[config.mk]
export PLATFORM = sky130hd
export DESIGN_NAME = msb_rd_sched
export DESIGN_NICKNAME = d
export VERILOG_FILES = /design/src/rtl/msb_rd_sched.sv
export SDC_FILE = /design/constraint.sdc
export NUM_CORES = 1
export LEC_CHECK = 0
export CAP_MARGIN = 40
export CORE_ASPECT_RATIO = 0.7
export CORE_UTILIZATION = 50
export DETAILED_ROUTE_END_ITERATION = 10
export GPL_ROUTABILITY_DRIVEN = 1
export GPL_TIMING_DRIVEN = 0
export PLACE_DENSITY = 0.72
export SYNTH_ARGS = -nofsm -noshare
export SYNTH_HDL_FRONTEND = slang
export SYNTH_SLANG_ARGS = --single-unit
[constraint.sdc]
create_clock -name clk -period 19 [get_ports clk]
set_input_delay 1.9 -clock clk [delete_from_list [all_inputs] [get_ports clk]]
set_output_delay 1.9 -clock clk [all_outputs]
set_load 0.005 [all_outputs]
[src/rtl/msb_rd_sched.sv]
// Round-robin read-address scheduler for the multi-stream buffer: arbitrates NREQ consumers
// onto one BRAM read port, tracks per-stream read pointers and fill, returns freed lines.
module msb_rd_sched #(
    parameter int NREQ     = 4,
    parameter int CHANNELS = 2,
    parameter int NSTRMS   = 32,
    parameter int L1_NCL   = 16,
    parameter int WAYS     = 8,
    parameter int CH_W     = $clog2(CHANNELS),
    parameter int G_W      = $clog2(NSTRMS),
    parameter int CL_W     = $clog2(L1_NCL),
    parameter int OF_W     = $clog2(WAYS),
    parameter int GNT_W    = $clog2(NREQ)
) (
    input  logic                  clk,
    input  logic                  reset,
    input  logic [NREQ-1:0]       req_v,
    output logic [NREQ-1:0]       req_r,
    input  logic [NREQ*G_W-1:0]   req_st,
    input  logic                  wr_commit_v,
    input  logic [G_W-1:0]        wr_commit_st,
    output logic                  rd_free_v,
    output logic [G_W-1:0]        rd_free_st,
    output logic                  o_v,
    input  logic                  o_r,
    output logic [CH_W-1:0]       o_ra_ch,
    output logic [G_W-CH_W-1:0]   o_ra_st,
    output logic [CL_W-1:0]       o_ra_cl,
    output logic [OF_W-1:0]       o_ra_of,
    output logic [GNT_W-1:0]      o_gnt,
    output logic                  err
);

    localparam logic [CL_W:0]   FILL_FULL = (CL_W+1)'(L1_NCL);
    localparam logic [OF_W-1:0] OF_LAST   = OF_W'(WAYS-1);

    logic [CL_W:0]     fill_q  [NSTRMS];
    logic [CL_W:0]     fill_d  [NSTRMS];
    logic [CL_W-1:0]   rd_cl_q [NSTRMS];
    logic [CL_W-1:0]   rd_cl_d [NSTRMS];
    logic [OF_W-1:0]   rd_of_q [NSTRMS];
    logic [OF_W-1:0]   rd_of_d [NSTRMS];
    logic [GNT_W-1:0]  rr_q, rr_d;
    logic              o_v_q, o_v_d;
    logic [G_W-1:0]    o_g_q, o_g_d;
    logic [CL_W-1:0]   o_cl_q, o_cl_d;
    logic [OF_W-1:0]   o_of_q, o_of_d;
    logic [GNT_W-1:0]  o_gnt_q, o_gnt_d;
    logic              free_v_q, free_v_d;
    logic [G_W-1:0]    free_st_q, free_st_d;
    logic              err_q, err_d;

    logic [NREQ-1:0]   elig;
    logic              slot_free;
    logic              gnt_v;
    logic [GNT_W-1:0]  gnt_idx;
    logic [GNT_W-1:0]  cand;
    logic [G_W-1:0]    gnt_st;
    logic              last_el;
    logic              commit_cancels;

    always_comb begin
        elig = '0;
        for (int i = 0; i < NREQ; i++) begin
            elig[i] = req_v[i] && (fill_q[req_st[i*G_W +: G_W]] != '0);
        end
        slot_free = !o_v_q || o_r;

        // Scan from rr_q upward; the first eligible port wins.
        gnt_v   = 1'b0;
        gnt_idx = '0;
        cand    = '0;
        for (int k = 0; k < NREQ; k++) begin
            cand = GNT_W'((int'(rr_q) + k) % NREQ);
            if (slot_free && !gnt_v && elig[cand]) begin
                gnt_v   = 1'b1;
                gnt_idx = cand;
            end
        end

        gnt_st  = req_st[int'(gnt_idx)*G_W +: G_W];
        last_el = (rd_of_q[gnt_st] == OF_LAST);
        req_r   = gnt_v ? (NREQ'(1) << gnt_idx) : '0;

        fill_d    = fill_q;
        rd_cl_d   = rd_cl_q;
        rd_of_d   = rd_of_q;
        rr_d      = rr_q;
        o_v_d     = o_v_q;
        o_g_d     = o_g_q;
        o_cl_d    = o_cl_q;
        o_of_d    = o_of_q;
        o_gnt_d   = o_gnt_q;
        free_v_d  = 1'b0;
        free_st_d = free_st_q;
        err_d     = err_q;

        if (gnt_v) begin
            o_v_d   = 1'b1;
            o_g_d   = gnt_st;
            o_cl_d  = rd_cl_q[gnt_st];
            o_of_d  = rd_of_q[gnt_st];
            o_gnt_d = gnt_idx;
            rr_d    = GNT_W'((int'(gnt_idx) + 1) % NREQ);
            if (last_el) begin
                rd_of_d[gnt_st] = '0;
                rd_cl_d[gnt_st] = rd_cl_q[gnt_st] + CL_W'(1);
                free_v_d        = 1'b1;
                free_st_d       = gnt_st;
            end else begin
                rd_of_d[gnt_st] = rd_of_q[gnt_st] + OF_W'(1);
            end
        end else if (o_r) begin
            o_v_d = 1'b0;
        end

        // A commit and a free on the same stream in one cycle cancel out.
        commit_cancels = wr_commit_v && free_v_d && (wr_commit_st == gnt_st);
        if (wr_commit_v && !commit_cancels) begin
            if (fill_q[wr_commit_st] == FILL_FULL) begin
                err_d = 1'b1;
            end else begin
                fill_d[wr_commit_st] = fill_q[wr_commit_st] + (CL_W+1)'(1);
            end
        end
        if (free_v_d && !commit_cancels) begin
            fill_d[gnt_st] = fill_q[gnt_st] - (CL_W+1)'(1);
        end
    end

    always_ff @(posedge clk or posedge reset) begin
        if (reset) begin
            for (int s = 0; s < NSTRMS; s++) begin
                fill_q[s]  <= '0;
                rd_cl_q[s] <= '0;
                rd_of_q[s] <= '0;
            end
            rr_q      <= '0;
            o_v_q     <= 1'b0;
            o_g_q     <= '0;
            o_cl_q    <= '0;
            o_of_q    <= '0;
            o_gnt_q   <= '0;
            free_v_q  <= 1'b0;
            free_st_q <= '0;
            err_q     <= 1'b0;
        end else begin
            fill_q    <= fill_d;
            rd_cl_q   <= rd_cl_d;
            rd_of_q   <= rd_of_d;
            rr_q      <= rr_d;
            o_v_q     <= o_v_d;
            o_g_q     <= o_g_d;
            o_cl_q    <= o_cl_d;
            o_of_q    <= o_of_d;
            o_gnt_q   <= o_gnt_d;
            free_v_q  <= free_v_d;
            free_st_q <= free_st_d;
            err_q     <= err_d;
        end
    end

    assign o_v        = o_v_q;
    assign o_ra_ch    = o_g_q[G_W-1 -: CH_W];
    assign o_ra_st    = o_g_q[G_W-CH_W-1:0];
    assign o_ra_cl    = o_cl_q;
    assign o_ra_of    = o_of_q;
    assign o_gnt      = o_gnt_q;
    assign rd_free_v  = free_v_q;
    assign rd_free_st = free_st_q;
    assign err        = err_q;

endmodule

# After elaboration in Yosys (flattened, before gate mapping)
# Cells that the tools add are included.
# classes
n_addsub,8
n_mul,1
n_lt_le_gt_ge,12
n_eq_ne,3
n_shift,2
mux,61
n_bitwise,8
n_reduce_logical,30
# op_table
operator,count
two-way mux 160 bit,3
bitwise mux 160 bit,2
binary-select mux 5 bit (select 5 bit),6
bitwise mux 128 bit,1
AND 96 bit,1
bitwise mux 96 bit,1
two-way mux 96 bit,1
NOT 96 bit,1
two-way mux 5 bit,14
demux 5 bit (select 5 bit),2
greater-or-equal comparator 6 bit (second input constant),6
NOT 5 -> 6 bit,6
binary-select mux 4 bit (select 5 bit),1
demux 4 bit (select 5 bit),1
nonzero test 5 bit,4
variable part select 20 x 6 -> 5 bit,1
logical AND 1 bit,17
two-way mux 4 bit,4
binary-select mux 3 bit (select 5 bit),1
demux 3 bit (select 5 bit),1
< comparator 2 x 3 -> 1 bit (second input constant),4
< comparator 6 x 1 -> 1 bit (second input constant),2
two-way mux 1 bit,12
two-way mux 3 bit,3
17 further kinds,30
# word_totals
regBits,408
output_inout_bits,26

# Longest topological paths before layout
# logic_depth
depth_word,38
depth_mapped,37

# Worst setup path after synthesis
# Ideal clock, no wire load.
# synth_path
path_kind,input to register
start,input req_st[11]
end,register fill_q[16] (netlist name)
setup_ps,139
t_arrival_ps,8166
slack_ps,10695
cell_stages,33
path_cell_list,buf_2 > buf_1 > mux4_2 > o211a_1 > o22ai_1 > o211ai_1 > a311o_1 > nand2_4 > mux2i_1 > mux2i_2 > buf_4 > buf_6 > buf_4 > buf_2 > buf_4 > nand2_1 > nand3_1 > nand2_1 > a21oi_1 > nand2_1 > nor4b_1 > ha_1 > ha_1 > nand2b_1 > inv_1 > nand4_1 > o31a_1 > or3b_1 > buf_2 > nand2b_1 > clkbuf_1 > mux2i_1 > mux2i_1
# synth_rtl
item,line,text
from (decl),19,"input logic [NREQ*G_W-1:0] req_st,"
to (signal assigned),148,fill_q <= fill_d;
to (decl),37,logic [CL_W:0] fill_q [NSTRMS];

==> results.sh <==
export IMPL_clkLatencyLatePin_ns=0.60
export IMPL_synth_edf_count=0
export IMPL_hold_viol_final=0
export IMPL_drive_gt1_share_pct=18.6
export IMPL_synthesis_nets=2618
export IMPL_cts_tree="built"
export IMPL_rsz0062_at_grt="no"
export IMPL_avgSynthCellArea_sq_um=9.87
export IMPL_synth_seq_cells=408
export IMPL_clk_pin_slew_ns=0.06
export IMPL_layout_nets=2744
export IMPL_antenna_cells=0
export IMPL_slew_headroom_pct=28.9
export IMPL_final_cell_mix="415 x nand2_1, 408 x dfrtp_1, 281 x mux2i_1"
export IMPL_synth_area_sq_um=25400
export IMPL_grt_pass1_vias=22900
export IMPL_post_dp_cell_area_sq_um=27100
export IMPL_htreeDepth=2
export IMPL_drc_errors=0
export IMPL_top_level_ports=59
export IMPL_cp_slowest_stage_delay_ns=0.75
export IMPL_grt_max_degree=127
export IMPL_routed_wl_microns=115000
export IMPL_numCtsBuffers=41
export IMPL_worstSetupPathType="primary input to register"
export IMPL_syn_inst=2575
export IMPL_fin_setup_tns_ns=0
export IMPL_clock_sinks=408
export IMPL_async_flop_share_pct=100
export IMPL_clock_fmax_mhz=81.4
export IMPL_crit_family="buffers and inverters"
export IMPL_synth_flop_cell="dfrtp_1"
export IMPL_arrival_ns=12.70
export IMPL_core_area_sq_um=49700
export IMPL_min_period_over_period_pct=64.7
export IMPL_drv_slew=0
export IMPL_synth_cell_type_count=92
export IMPL_hold_path_class="register to register"
export IMPL_die_w_microns=271
export IMPL_crit_path_top_delay_cell="nor2_1"
export IMPL_pre_cts_slack_ns=6.91
export IMPL_finalInstanceArea_sq_um=28500
export IMPL_drtAntennaViolNets=0
export IMPL_track_usage_pct=44.3
export IMPL_setup_viol=0
export IMPL_synthToLayoutAreaGrowth_pct=12.1
export IMPL_grt_first_pass_wirelength_microns=164000
export IMPL_routabilityCongestion=1.15
export IMPL_dp_hpwl_microns=87700
export IMPL_crit_required_ns=19.41
export IMPL_path_buf_inv=10
export IMPL_cts_resized_gates=0
export IMPL_worstPathMaxFanout=10
export IMPL_dr_pass1_iters=9
export IMPL_worst_pin_slew_ns=1.07
export IMPL_fin_ws_ns=6.71
export IMPL_initial_core_util_pct=51.1
export IMPL_die_y_microns=191
export IMPL_rows=68
export IMPL_hold_buffers=0
export IMPL_portBuffers=50
export IMPL_fin_skew_ns=0.0342
export IMPL_via_count=24300
export IMPL_cpMostUsedCell="buf_2"
export IMPL_critPathLaunchType="primary input"
export IMPL_antenna_found_initial=4
export IMPL_first_iter_violations=3937
export IMPL_post_cts_buffers=0
export IMPL_synth_warnings=0
export IMPL_avgViaCountPerCell=7.16
export IMPL_routedWlPerCell_microns=34.0
export IMPL_clockBufferDepth=3
export IMPL_final_common_cell="nand2_1"
export IMPL_status="finished, final reports clean"
export IMPL_crit_path_end_kind="register"
export IMPL_cts_root_buffer="clkbuf_16"
export IMPL_fin_crit_ns=12.29
export IMPL_drv_cap=0
export IMPL_yosysSeqAreaShare_pct=40.2
export IMPL_die_area_sq_um=51700
export IMPL_grt_overflow_total=0
==> routing by layer <==
layer / GRT usage (%) / part of all wire, % / vias up
met3: 20.0 / 17 / 309
met4: 12.1 / 3.3 / 12
met2: 59.8 / 39 / 2078
met5: 3.01 / 0.24 / -
met1: 63.1 / 40 / 12200
li1: - / - / 9665
==> per-stage QoR <==
stage | instances | hold WS, ns | util (%)
floorplan | 2575 | 0.433 | -
global placement | 3290 | 0.453 | 53.8
detailed placement | 3321 | 0.466 | 54.5
CTS | 3395 | 0.482 | 57.3
global route | 3397 | 0.505 | 57.4
finish | 3397 | 0.485 | 57.4
==> sequential cells by signal (all words and copies together), names as in the netlist, 2 cells and up <==
| name | flops |
|---|---|
| o_g_q | 5 |
| o_ra_cl | 4 |
| rr_q | 2 |
| rd_free_st | 5 |
| o_gnt | 2 |
| fill_q | 160 |
| rd_cl_q | 128 |
| o_ra_of | 3 |
| rd_of_q | 96 |
==> cell usage after synthesis (7+ instances only) <==
library cell	instances	area share, %
nand2_1	415	6.1
dfrtp_1	408	40
mux2i_1	281	11
mux2_2	204	9.0
nor2_1	172	2.5
o21ai_0	164	3.2
nand3_1	137	2.7
a21oi_1	84	1.7
clkbuf_1	83	1.2
mux4_2	76	6.7
nor3_1	56	1.1
buf_2	48	0.95
buf_1	22	0.32
inv_1	19	0.28
nand2b_1	19	0.47
nor2b_1	19	0.47
nor4_1	19	0.47
nand4_1	17	0.42
a31oi_1	15	0.37
nor3_2	14	0.55
o22ai_1	14	0.34
a32oi_1	13	0.45
and3_1	13	0.32
or4_1	13	0.38
buf_4	12	0.35
buf_6	11	0.49
ha_1	10	0.49
o221ai_1	10	0.34
xnor2_1	10	0.34
nor2_2	9	0.22
a2111oi_0	8	0.28
nand3b_1	8	0.24
a311oi_1	7	0.24
nor4b_1	7	0.24
o211ai_1	7	0.21
==> kinds of logic after synthesis <==
logic type	synth area share, %
AOI/OAI and AO/OA	10.4
xor gates and xnor gates	0.482
adders and majority gates	0.492
buffers and inverters	3.71
DFF	40.2
muxes	27.0
and+or+nand+nor	17.7
==> worst register-to-register path, delay by kind of cell, from the launching register on <==
kind	cells	cell delay, ns
AOI/OAI and AO/OA	7	2.28
adders and majority gates	2	0.52
buffers and inverters	8	2.61
DFF	1	0.62
muxes	2	0.72
and+or+nand+nor	13	3.70
==> final cells by class <==
type | instances | area (sq um)
Fill cell | 4335 | 21200
Sequential cell | 408 | 10200
Inverter | 25 | 101
Clock inverter | 21 | 283
Timing Repair Buffer | 83 | 843
Clock buffer | 53 | 1120
Tap cell | 665 | 832
Multi-Input combinational cell | 1966 | 14300
Buffer | 176 | 848
==> final timing paths <==
path	start	to	slack [ns]	depth (start not counted)
worst max-delay path	req_st[10]	fill_q[150]$_DFF_PP0_	6.71	34
worst min-delay path	o_g_q[4]$_DFFE_PP0P_	o_g_q[4]$_DFFE_PP0P_	0.48	2
worst max register to register	fill_q[45]$_DFF_PP0_	fill_q[150]$_DFF_PP0_	8.33	32
worst min register to register	o_g_q[4]$_DFFE_PP0P_	o_g_q[4]$_DFFE_PP0P_	0.48	2
max in group asynchronous	reset	fill_q[159]$_DFF_PP0_	15.14	5
min in group asynchronous	reset	rd_cl_q[8]$_DFFE_PP0P_	1.71	2
Power is left out: the tool's default activity adds up to more than one toggle a clock period on the data nets, which glitch-free logic cannot reach.
